==> config.mk <==
export PLATFORM = sky130hd
export DESIGN_NAME = branch_issue_scheduler
export DESIGN_NICKNAME = d
export VERILOG_FILES = /design/src/rtl/branch_issue_scheduler_pkg.sv /design/src/rtl/branch_age_picker.sv /design/src/rtl/branch_issue_scheduler.sv
export SDC_FILE = /design/constraint.sdc
export NUM_CORES = 1
export LEC_CHECK = 0
export ABC_AREA = 1
export ABC_CLOCK_PERIOD_IN_PS = 9530
export CAP_MARGIN = 20
export CORE_MARGIN = 10
export CORE_UTILIZATION = 50
export DETAILED_ROUTE_END_ITERATION = 10
export PLACE_DENSITY = 0.74
export SYNTH_ARGS = -nofsm -noshare
export SYNTH_HDL_FRONTEND = slang
export SYNTH_SLANG_ARGS = --single-unit
==> constraint.sdc <==
create_clock -name clk -period 9.53 [get_ports clk]
set_clock_uncertainty 0.1 [all_clocks]
set_input_delay 1.4295 -clock clk [delete_from_list [all_inputs] [get_ports clk]]
set_output_delay 1.4295 -clock clk [all_outputs]
set_load 0.01 [all_outputs]
==> src/rtl/branch_issue_scheduler_pkg.sv <==
// Shared types and constants for the branch issue scheduler.
// Optional macro BRANCH_SCHED_BYPASS_EN (used by the top level) enables same-cycle dispatch-to-issue.
package branch_issue_scheduler_pkg;

    localparam int PKG_PREG_W = 7;
    localparam int PKG_ROB_W  = 5;

    localparam logic [6:0] OPC_JALR   = 7'b1100111;
    localparam logic [6:0] OPC_BRANCH = 7'b1100011;
    localparam logic [2:0] F3_BNE     = 3'b001;

    typedef struct packed {
        logic [6:0]            Opcode;
        logic [2:0]            func3;
        logic [PKG_PREG_W-1:0] ps1;
        logic [PKG_PREG_W-1:0] ps2;
        logic [PKG_PREG_W-1:0] pd;
        logic [PKG_ROB_W-1:0]  rob_index;
        logic [31:0]           pc;
        logic [31:0]           imm;
    } rs_data;

    typedef struct packed {
        logic   valid;
        logic   rdy1;
        logic   rdy2;
        rs_data data;
    } brs_entry_t;

    // Distance from the ROB head; smaller means older, wrap-around safe.
    function automatic logic [PKG_ROB_W-1:0] rob_age(input logic [PKG_ROB_W-1:0] idx,
                                                     input logic [PKG_ROB_W-1:0] head);
        return idx - head;
    endfunction

endpackage

==> src/rtl/branch_age_picker.sv <==
// Combinational oldest-ready selector: one-hot grant of the ready entry with
// the smallest ROB age relative to rob_head_i.
module branch_age_picker #(
    parameter int DEPTH = 4,
    parameter int ROB_W = 5
) (
    input  logic [DEPTH-1:0]            ready_i,
    input  logic [DEPTH-1:0][ROB_W-1:0] rob_idx_i,
    input  logic [ROB_W-1:0]            rob_head_i,
    output logic [DEPTH-1:0]            grant_o,
    output logic                        found_o
);

    logic [DEPTH-1:0][ROB_W-1:0] age_s;
    logic [ROB_W-1:0]            best_age_s;

    // Per-entry modular age, then a linear min-search over ready entries.
    always_comb begin
        grant_o    = '0;
        found_o    = 1'b0;
        best_age_s = '0;
        for (int i = 0; i < DEPTH; i++) begin
            age_s[i] = rob_idx_i[i] - rob_head_i;
        end
        for (int i = 0; i < DEPTH; i++) begin
            if (ready_i[i] && (!found_o || (age_s[i] < best_age_s))) begin
                grant_o    = '0;
                grant_o[i] = 1'b1;
                found_o    = 1'b1;
                best_age_s = age_s[i];
            end else begin
            end
        end
    end

endmodule

==> src/rtl/branch_issue_scheduler.sv <==
// Branch reservation station: wakeup, oldest-ready issue, mispredict flush.
// Define BRANCH_SCHED_BYPASS_EN for same-cycle issue of a ready op into an empty station.
module branch_issue_scheduler
    import branch_issue_scheduler_pkg::*;
#(
    parameter int DEPTH  = 4,
    parameter int NUM_WB = 2,
    parameter int PREG_W = PKG_PREG_W,
    parameter int ROB_W  = PKG_ROB_W
) (
    input  logic                              clk,
    input  logic                              reset,
    input  logic                              disp_valid,
    input  rs_data                            disp_data,
    input  logic                              disp_ps1_rdy,
    input  logic                              disp_ps2_rdy,
    output logic                              disp_ready,
    input  logic [NUM_WB-1:0]                 wb_valid,
    input  logic [NUM_WB-1:0][PREG_W-1:0]     wb_preg,
    input  logic [ROB_W-1:0]                  rob_head,
    input  logic                              flush,
    input  logic [ROB_W-1:0]                  flush_tag,
    input  logic                              fu_b_ready,
    output logic                              issued,
    output rs_data                            issue_data,
    output logic [$clog2(DEPTH+1)-1:0]        occupancy
);

    localparam int OCC_W = $clog2(DEPTH+1);

    brs_entry_t                  entries_q [DEPTH];
    brs_entry_t                  entries_d [DEPTH];
    logic [OCC_W-1:0]            occ_q;
    logic [OCC_W-1:0]            occ_d;

    logic [DEPTH-1:0]            ready_s;
    logic [DEPTH-1:0][ROB_W-1:0] rob_idx_s;
    logic [DEPTH-1:0]            grant_s;
    logic                        found_s;
    rs_data                      pick_data_s;
    logic [ROB_W-1:0]            flush_age_s;
    logic                        pick_flushed_s;
    logic                        station_issue_s;
    logic                        disp_ready_s;
    logic                        disp_fire_s;
    logic                        disp_rdy1_s;
    logic                        disp_rdy2_s;
    logic                        bypass_s;
    logic                        disp_write_s;
    logic [DEPTH-1:0]            kill_s;
    logic [DEPTH-1:0]            free_oh_s;
    logic                        free_found_s;
    logic [OCC_W-1:0]            kill_cnt_s;

    // Tag x0 is hardwired and never broadcast as a wakeup.
    function automatic logic tag_hit(input logic [PREG_W-1:0]             tag,
                                     input logic [NUM_WB-1:0]             v,
                                     input logic [NUM_WB-1:0][PREG_W-1:0] p);
        logic hit;
        hit = 1'b0;
        for (int w = 0; w < NUM_WB; w++) begin
            hit = hit | (v[w] && (p[w] == tag));
        end
        return hit && (tag != '0);
    endfunction

    // Issue-eligibility view of the registered entries for the picker.
    always_comb begin
        for (int i = 0; i < DEPTH; i++) begin
            ready_s[i]   = entries_q[i].valid && entries_q[i].rdy1 && entries_q[i].rdy2;
            rob_idx_s[i] = entries_q[i].data.rob_index;
        end
    end

    branch_age_picker #(
        .DEPTH (DEPTH),
        .ROB_W (ROB_W)
    ) u_picker (
        .ready_i    (ready_s),
        .rob_idx_i  (rob_idx_s),
        .rob_head_i (rob_head),
        .grant_o    (grant_s),
        .found_o    (found_s)
    );

    // Issue decision, including flush suppression and the optional bypass path.
    always_comb begin
        pick_data_s = '0;
        for (int i = 0; i < DEPTH; i++) begin
            if (grant_s[i]) begin
                pick_data_s = entries_q[i].data;
            end else begin
            end
        end
        flush_age_s     = rob_age(flush_tag, rob_head);
        pick_flushed_s  = flush && (rob_age(pick_data_s.rob_index, rob_head) > flush_age_s);
        station_issue_s = found_s && fu_b_ready && !pick_flushed_s;
        disp_ready_s    = (occ_q < OCC_W'(DEPTH));
        disp_fire_s     = disp_valid && disp_ready_s;
        disp_rdy1_s     = disp_ps1_rdy | tag_hit(disp_data.ps1, wb_valid, wb_preg);
        disp_rdy2_s     = disp_ps2_rdy | tag_hit(disp_data.ps2, wb_valid, wb_preg);
`ifdef BRANCH_SCHED_BYPASS_EN
        bypass_s = disp_fire_s && (occ_q == '0) && fu_b_ready && !flush
                   && disp_rdy1_s && disp_rdy2_s;
`else
        bypass_s = 1'b0;
`endif
        disp_write_s = disp_fire_s && !flush && !bypass_s;
    end

    // Entry array next state: wakeup, issue clear, flush clear, dispatch write.
    always_comb begin
        free_oh_s    = '0;
        free_found_s = 1'b0;
        kill_s       = '0;
        kill_cnt_s   = '0;
        for (int i = 0; i < DEPTH; i++) begin
            entries_d[i] = entries_q[i];
            if (!entries_q[i].valid && !free_found_s) begin
                free_oh_s[i] = 1'b1;
                free_found_s = 1'b1;
            end else begin
            end
            if (entries_q[i].valid) begin
                entries_d[i].rdy1 = entries_q[i].rdy1 | tag_hit(entries_q[i].data.ps1, wb_valid, wb_preg);
                entries_d[i].rdy2 = entries_q[i].rdy2 | tag_hit(entries_q[i].data.ps2, wb_valid, wb_preg);
                kill_s[i] = flush && (rob_age(entries_q[i].data.rob_index, rob_head) > flush_age_s);
            end else begin
                kill_s[i] = 1'b0;
            end
            kill_cnt_s = kill_cnt_s + OCC_W'(kill_s[i]);
            if ((station_issue_s && grant_s[i]) || kill_s[i]) begin
                entries_d[i].valid = 1'b0;
            end else if (disp_write_s && free_oh_s[i]) begin
                entries_d[i].valid = 1'b1;
                entries_d[i].rdy1  = disp_rdy1_s;
                entries_d[i].rdy2  = disp_rdy2_s;
                entries_d[i].data  = disp_data;
            end else begin
            end
        end
        occ_d = occ_q + OCC_W'(disp_write_s) - OCC_W'(station_issue_s) - kill_cnt_s;
    end

    // Entry array and occupancy registers; reset empties the station at once.
    always_ff @(posedge clk or negedge reset) begin
        if (!reset) begin
            for (int i = 0; i < DEPTH; i++) begin
                entries_q[i] <= '0;
            end
            occ_q <= '0;
        end else begin
            for (int i = 0; i < DEPTH; i++) begin
                entries_q[i] <= entries_d[i];
            end
            occ_q <= occ_d;
        end
    end

    // Issue is combinational from entry state; gated so nothing issues in reset.
    always_comb begin
        issued     = reset && (station_issue_s || bypass_s);
        issue_data = '0;
        if (!reset) begin
            issue_data = '0;
        end else if (bypass_s) begin
            issue_data = disp_data;
        end else if (station_issue_s) begin
            issue_data = pick_data_s;
        end else begin
            issue_data = '0;
        end
        disp_ready = disp_ready_s;
        occupancy  = occ_q;
    end

endmodule

==> reports/metrics.yaml, run 1 <==
logic_synthesis:
  yosys.cell_count.top_type: "nand2_1"
  synth_top_area_share_pct: 47.1
  seq_area_frac_synth_pct: 47.1
  synth_edf_count: 0
  syn-num-nets: 2927
  synthesis.area_um2: 22000
  netlist_top_cells_count: "861 x nand2_1, 433 x o21ai_0, 415 x dfrtp_1"
  avgSynthCellArea_um2: 8.10
  synthFlopType: "dfrtp_1"
  yosys_warnings: 0
  synth_top_area_cell: "dfrtp_1"
  ys_ff_latch: 415
  synth_cell_types: 48
  async_flop_share_pct: 100
  syn_inst: 2720
  yosys-top-cells-area: "dfrtp_1 47%, nand2_1 15%, o21ai_0 9.8%"
global_route:
  grt_pass1_vias: 20964
  grt_max_degree: 192
  grtUsageTotal_pct: 28.1
  antenna_found_initial: 5
  grt_overflow_total: 0
  grt_pass1_wl_mm: 120
route:
  first_pass_iters: 6
  wire_per_inst_um: 21.1
  postRouteAntennaNets: 0
  drt_iter0_drc: 2234
  drc: 0
  vias_per_cell: 5.80
  routed_wl_mm: 76.5
  num_vias: 21099
setup_path:
  reg2regPathDepth: 54
  worstPathRequired_ns: 8.00
  end_kind: "output port"
  crit_slowest_cell: "fa_2"
  cp.arrival_ns: 8.95
  r2r_end: "occupancy[2]"
  critPathLaunchType: "input pin"
  r2r-start: "entries_q[373]"
  slowest_delay_ns: 0.40
  rrSetupSlack_ns: 0.49
  worstSetupPathType: "in -> out"
  cp_max_fo: 8
timing:
  finalWorstSetupSlack_ns: -0.947
  rsz0062_at_grt: "yes"
  setup_viol: 101
  fin_crit_ns: 10.48
  drv_slew: 0
  hold_viol_final: 0
  min_period_over_period_pct: 110
  worstMarginPinSlew_ns: 1.18
  fmax_ghz: 0.0954
  maxSlewHeadroom_pct: 21.4
clock_network:
  hold_buffers: 0
  clkSinkCount: 415
  numCtsBuffers: 45
  cts_buffer_depth: 3
  cts_tree: "done"
  clk_pin_slew_ns: 0.06
  root_buffer: "clkbuf_16"
  htree_levels: 2
  clock_latency_ns: 0.59
floorplan:
  initial_core_util_pct: 50.8
  core-area_um2: 43400
  io_pins: 238
  dieHeight_um: 230
  die-area_um2: 52900
  rows: 76
  die_w_um: 230
placed_design:
  dp_hpwl_mm: 48.5
  gp_congestion: 0.971
  pre_cts_ws_ns: -1.90
  io_buffers: 237
cells_and_area:
  final_nets: 3229
  diodes: 0
  area_growth_pct: 29.2
  fillers: 3548
  final_layout_size_suffix_gt1_share_pct: 17.4
pwr:
  fin_total_pwr_mw: 8.68
  power.density_nw_per_um2: 305
  p_leak_nw: 12.9
  ir_drop_mv: 0.202
worst_hold_path:
  hold_path.class: "reg -> reg"
  min_path_cells: 2
  hold_path_end: "entries_q[43]"
  min_from: "entries_q[43]"
flow_run:
  cap_viol_max_count: 0
run_status:
  violations: "setup timing"
  status: "finished with violations"
-- stage by stage --
step	hold slack (ns)	TNS (ns)	area [µm²]	util (%)	std cells
global placement	0.359	-152.75	25600	59.1	3491
global route	0.391	-120.29	28500	65.7	3636
CTS	0.380	-61.77	28000	64.6	3620
finish	0.379	-80.30	28500	65.7	3636
floorplan	0.345	-7.62	22400	-	2720
detailed placement	0.366	-172.27	25600	59.1	3491
-- report_power, final --
part	internal, mW	total [mW]	switching (mW)	leakage (nW)
clock network	1.06	1.80	0.735	0.739
logic	1.61	3.73	2.12	6.81
registers	2.56	3.15	0.592	5.32
total	5.23	8.68	3.45	12.9
-- sequential cells by signal (all words and copies together) (netlist names) --
signal	count
entries_q	412
occupancy	3
-- area by class of cell --
cell class	instances	area (µm²)	share of cell area [%]
multi-input combinational	1898	11000	38.7
clock buffer	64	1310	4.59
timing repair buffer	416	3870	13.6
sequential	415	10400	36.5
inverter	246	955	3.35
tap	585	732	2.57
clock inverter	12	196	0.690
-- metal layers --
metal  wire length [µm]  vias up  GRT usage [%]  share of wire [%]
met5                 65        -              0              0.085
met4               2610       10           10.3                3.4
met3               6400      197           5.86                8.4
met2              35900      981           44.6                 47
met1              31500    10233           37.5                 41
li1                   -     9678              -                  -
-- what timing repair did --
item                                    in CTS  in global routing
gates cloned                                 6                  0
setup buffers                               48                 17
gates resized for setup                    583                 65
pin swaps                                   50                 57
endpoints found under the setup margin     103                104
-- critical path: cells and delay by family --
kind	cells	cell delay, ns
fa+ha+maj	7	1.97
buf+inv	10	1.20
simple gates	21	1.95
xor+xnor	2	0.44
compound gates	12	1.94
-- how the worst max path moves through the flow --
stage               slack, ns  cells after the start             end         from
finish                  -0.95                     52  issue_data[86]  rob_head[2]
global route            -1.32                     52  issue_data[86]  rob_head[2]
CTS                     -0.79                     55  issue_data[99]  rob_head[1]
detailed placement      -1.90                     55   issue_data[3]  rob_head[0]
global placement        -1.73                     52   issue_data[3]  rob_head[1]
floorplan               -0.16                     52  issue_data[88]  rob_head[1]
-- cells by family after synthesis --
kind of cell / count (synthesis) / share of synthesized area (%)
compound gates: 737 / 19.3
xor+xnor: 61 / 2.42
fa+ha+maj: 74 / 4.51
buf+inv: 409 / 7.80
flops: 415 / 47.1
mux: 2 / 0.0908
simple gates: 1022 / 18.7
-- layout by cell type, fill, tap and decap left out, types with 23 or more instances in the layout --
| cell | n |
|---|---|
| nand3_1 | 28 |
| buf_6 | 56 |
| o21ai_0 | 425 |
| nand2_1 | 842 |
| buf_2 | 56 |
| clkbuf_16 | 45 |
| a31oi_4 | 35 |
| a31oi_1 | 49 |
| o22ai_1 | 34 |
| inv_1 | 224 |
| xor2_1 | 31 |
| a21oi_1 | 30 |
| or2_2 | 26 |
| nor2_1 | 24 |
| o2111ai_1 | 24 |
| ha_1 | 51 |
| clkdlybuf4s50_1 | 130 |
| xnor2_1 | 23 |
| buf_4 | 144 |
| o211ai_1 | 61 |
| dfrtp_1 | 415 |
No activity file was read; power rests on OpenSTA's default activity.
==> inputs of run 2 (changes only) <==
Settings changed: CAP_MARGIN 20 to 10, SETUP_SLACK_MARGIN from default to 0.05.
==> reports/metrics.yaml, run 2 (same netlist as run 1, synthesis figures left out) <==
run_status:
  status: "finished with violations"  # unchanged
  violations: "setup timing"  # unchanged
pwr:
  ir_drop_mv: 0.202  # about the same
  power.density_nw_per_um2: 306  # was 305 nW/µm²
  fin_total_pwr_mw: 8.69  # was 8.68 mW
  p_leak_nw: 12.8  # was 12.9 nW
clock_network:
  clock_latency_ns: 0.59  # about the same
  root_buffer: "clkbuf_16"  # unchanged
  clkSinkCount: 415  # unchanged
  numCtsBuffers: 45  # unchanged
  clk_pin_slew_ns: 0.06  # about the same
  hold_buffers: 0  # unchanged
  htree_levels: 2  # unchanged
  cts_buffer_depth: 3  # unchanged
  cts_tree: "done"  # unchanged
route:
  wire_per_inst_um: 21.1  # about the same
  vias_per_cell: 5.80  # about the same
  postRouteAntennaNets: 0  # unchanged
  drc: 0  # unchanged
  num_vias: 21072  # about the same
  drt_iter0_drc: 2249  # was 2234
  routed_wl_mm: 76.7  # was 76.5 mm
  first_pass_iters: 6  # unchanged
cells_and_area:
  final_layout_size_suffix_gt1_share_pct: 17.3  # was 17.4%
  final_cell_mix: "842 x nand2_1, 425 x o21ai_0, 415 x dfrtp_1"  # unchanged
  stdcell_count: 3634  # was 3636
  area_growth_pct: 28.9  # was 29.2%
  fin_util_pct: 65.5  # was 65.7%
  final_nets: 3226  # was 3229
  largest_reg_flops: 412  # unchanged
  post-route-cell-area_um2: 28400  # was 28500 µm²
  regMostFlops: "entries_q"  # unchanged
  fillers: 3551  # was 3548
  final_common_cell: "nand2_1"  # unchanged
floorplan:
  io_pins: 238  # unchanged
  initial_core_util_pct: 50.8  # unchanged
  dieHeight_um: 230  # unchanged
  die-area_um2: 52900  # unchanged
  die_w_um: 230  # unchanged
  rows: 76  # unchanged
  core-area_um2: 43400  # unchanged
timing:
  setup_viol: 101  # unchanged
  worstMarginPinSlew_ns: 1.18  # about the same
  drv_slew: 0  # unchanged
  maxSlewHeadroom_pct: 21.4  # about the same
  fmax_ghz: 0.0954  # about the same
  finalWorstSetupSlack_ns: -0.956  # was -0.947 ns
  hold_viol_final: 0  # unchanged
  setup_tns_ns: -81.24  # was -80.30 ns
  rsz0062_at_grt: "yes"  # unchanged
  fin_crit_ns: 10.49  # was 10.48 ns
  min_period_over_period_pct: 110  # about the same
placed_design:
  dp_hpwl_mm: 48.5  # unchanged
  gp_congestion: 0.971  # unchanged
  io_buffers: 237  # unchanged
  placed_cells: 3491  # unchanged
  placed_area_um2: 25600  # unchanged
setup_path:
  worstSetupPathType: "in -> out"  # unchanged
  slowest_delay_ns: 0.40  # about the same
  crit_slowest_cell: "fa_2"  # unchanged
  cp.arrival_ns: 8.96  # was 8.95 ns
  worstPathRequired_ns: 8.00  # about the same
  critPathLaunchType: "input pin"  # unchanged
  end_kind: "output port"  # unchanged
  cp_max_fo: 8  # unchanged
global_route:
  grt_pass1_wl_mm: 120  # unchanged
  grt_use_met2_pct: 44.6  # unchanged
  grt_use_met3_pct: 5.86  # unchanged
  grt_pass1_vias: 20964  # unchanged
  grt_max_degree: 192  # unchanged
  grt-busiest-layer: "met2"  # unchanged
  grt_overflow_total: 0  # unchanged
  antenna_found_initial: 5  # unchanged
  grtUsageTotal_pct: 28.1  # unchanged
  grt_util_met1_pct: 37.5  # unchanged
flow_run:
  cap_viol_max_count: 0  # unchanged
worst_hold_path:
  hold_path.class: "reg -> reg"  # unchanged
-- run 2: metal layers --
layer  up-vias  part of all wire [%]
li1       9675                     -
met1     10207                    41
met2       984                    47
met3       196                   8.2
met4        10                   3.5
met5         -                 0.085
-- run 2: worst max-delay path, delay by kind of cell --
| family | cells | cell delay, ns |
|---|---|---|
| fa+ha+maj | 7 | 1.97 |
| compound gates | 12 | 1.95 |
| simple gates | 21 | 1.94 |
| buf+inv | 10 | 1.20 |
| xor+xnor | 2 | 0.44 |
-- run 2: per-stage QoR --
| step | hold slack, ns | setup WS [ns] |
|---|---|---|
| final | 0.379 | -0.956 |
| after global placement | 0.359 | -1.73 |
| after global routing | 0.391 | -1.32 |
| after detailed placement | 0.366 | -1.90 |
| after floorplan | 0.345 | -0.160 |
| after CTS | 0.380 | -0.785 |
-- run 2: cell type report --
cell class | count | area [µm²] | share of cell area [%]
Timing Repair Buffer | 413 | 3800 | 13.4
Inverter | 246 | 955 | 3.36
Tap cell | 585 | 732 | 2.58
Sequential cell | 415 | 10400 | 36.6
Antenna cell | 1 | 2.50 | 0.00881
Clock buffer | 64 | 1310 | 4.60
Clock inverter | 12 | 196 | 0.691
Multi-Input combinational cell | 1898 | 11000 | 38.8
-- run 2: timing repair --
| item | 4_1_cts | 5_1_grt |
|---|---|---|
| gates resized for setup | 583 | 66 |
| pin swaps | 50 | 57 |
| setup buffers | 48 | 17 |
| gates cloned | 6 | 0 |
| setup endpoints to repair | 104 | 104 |
-- run 2: final timing paths --
kind / start / endpoint / slack, ns / cells after the start
min reg2reg: entries_q[43] / entries_q[43] / 0.38 / 2
min: entries_q[43] / entries_q[43] / 0.38 / 2
max reg2reg: entries_q[373] / occupancy[2] / 0.46 / 53
max in group asynchronous: reset / entries_q[29] / 6.28 / 3
max: rob_head[2] / issue_data[86] / -0.96 / 52
min in group asynchronous: reset / entries_q[290] / 0.73 / 1
-- run 2: power breakdown --
part	internal [mW]	switching (mW)	total, mW
Sequential	2.56	0.592	3.15
Clock	1.06	0.738	1.80
Combinational	1.61	2.13	3.74
Total	5.23	3.46	8.69
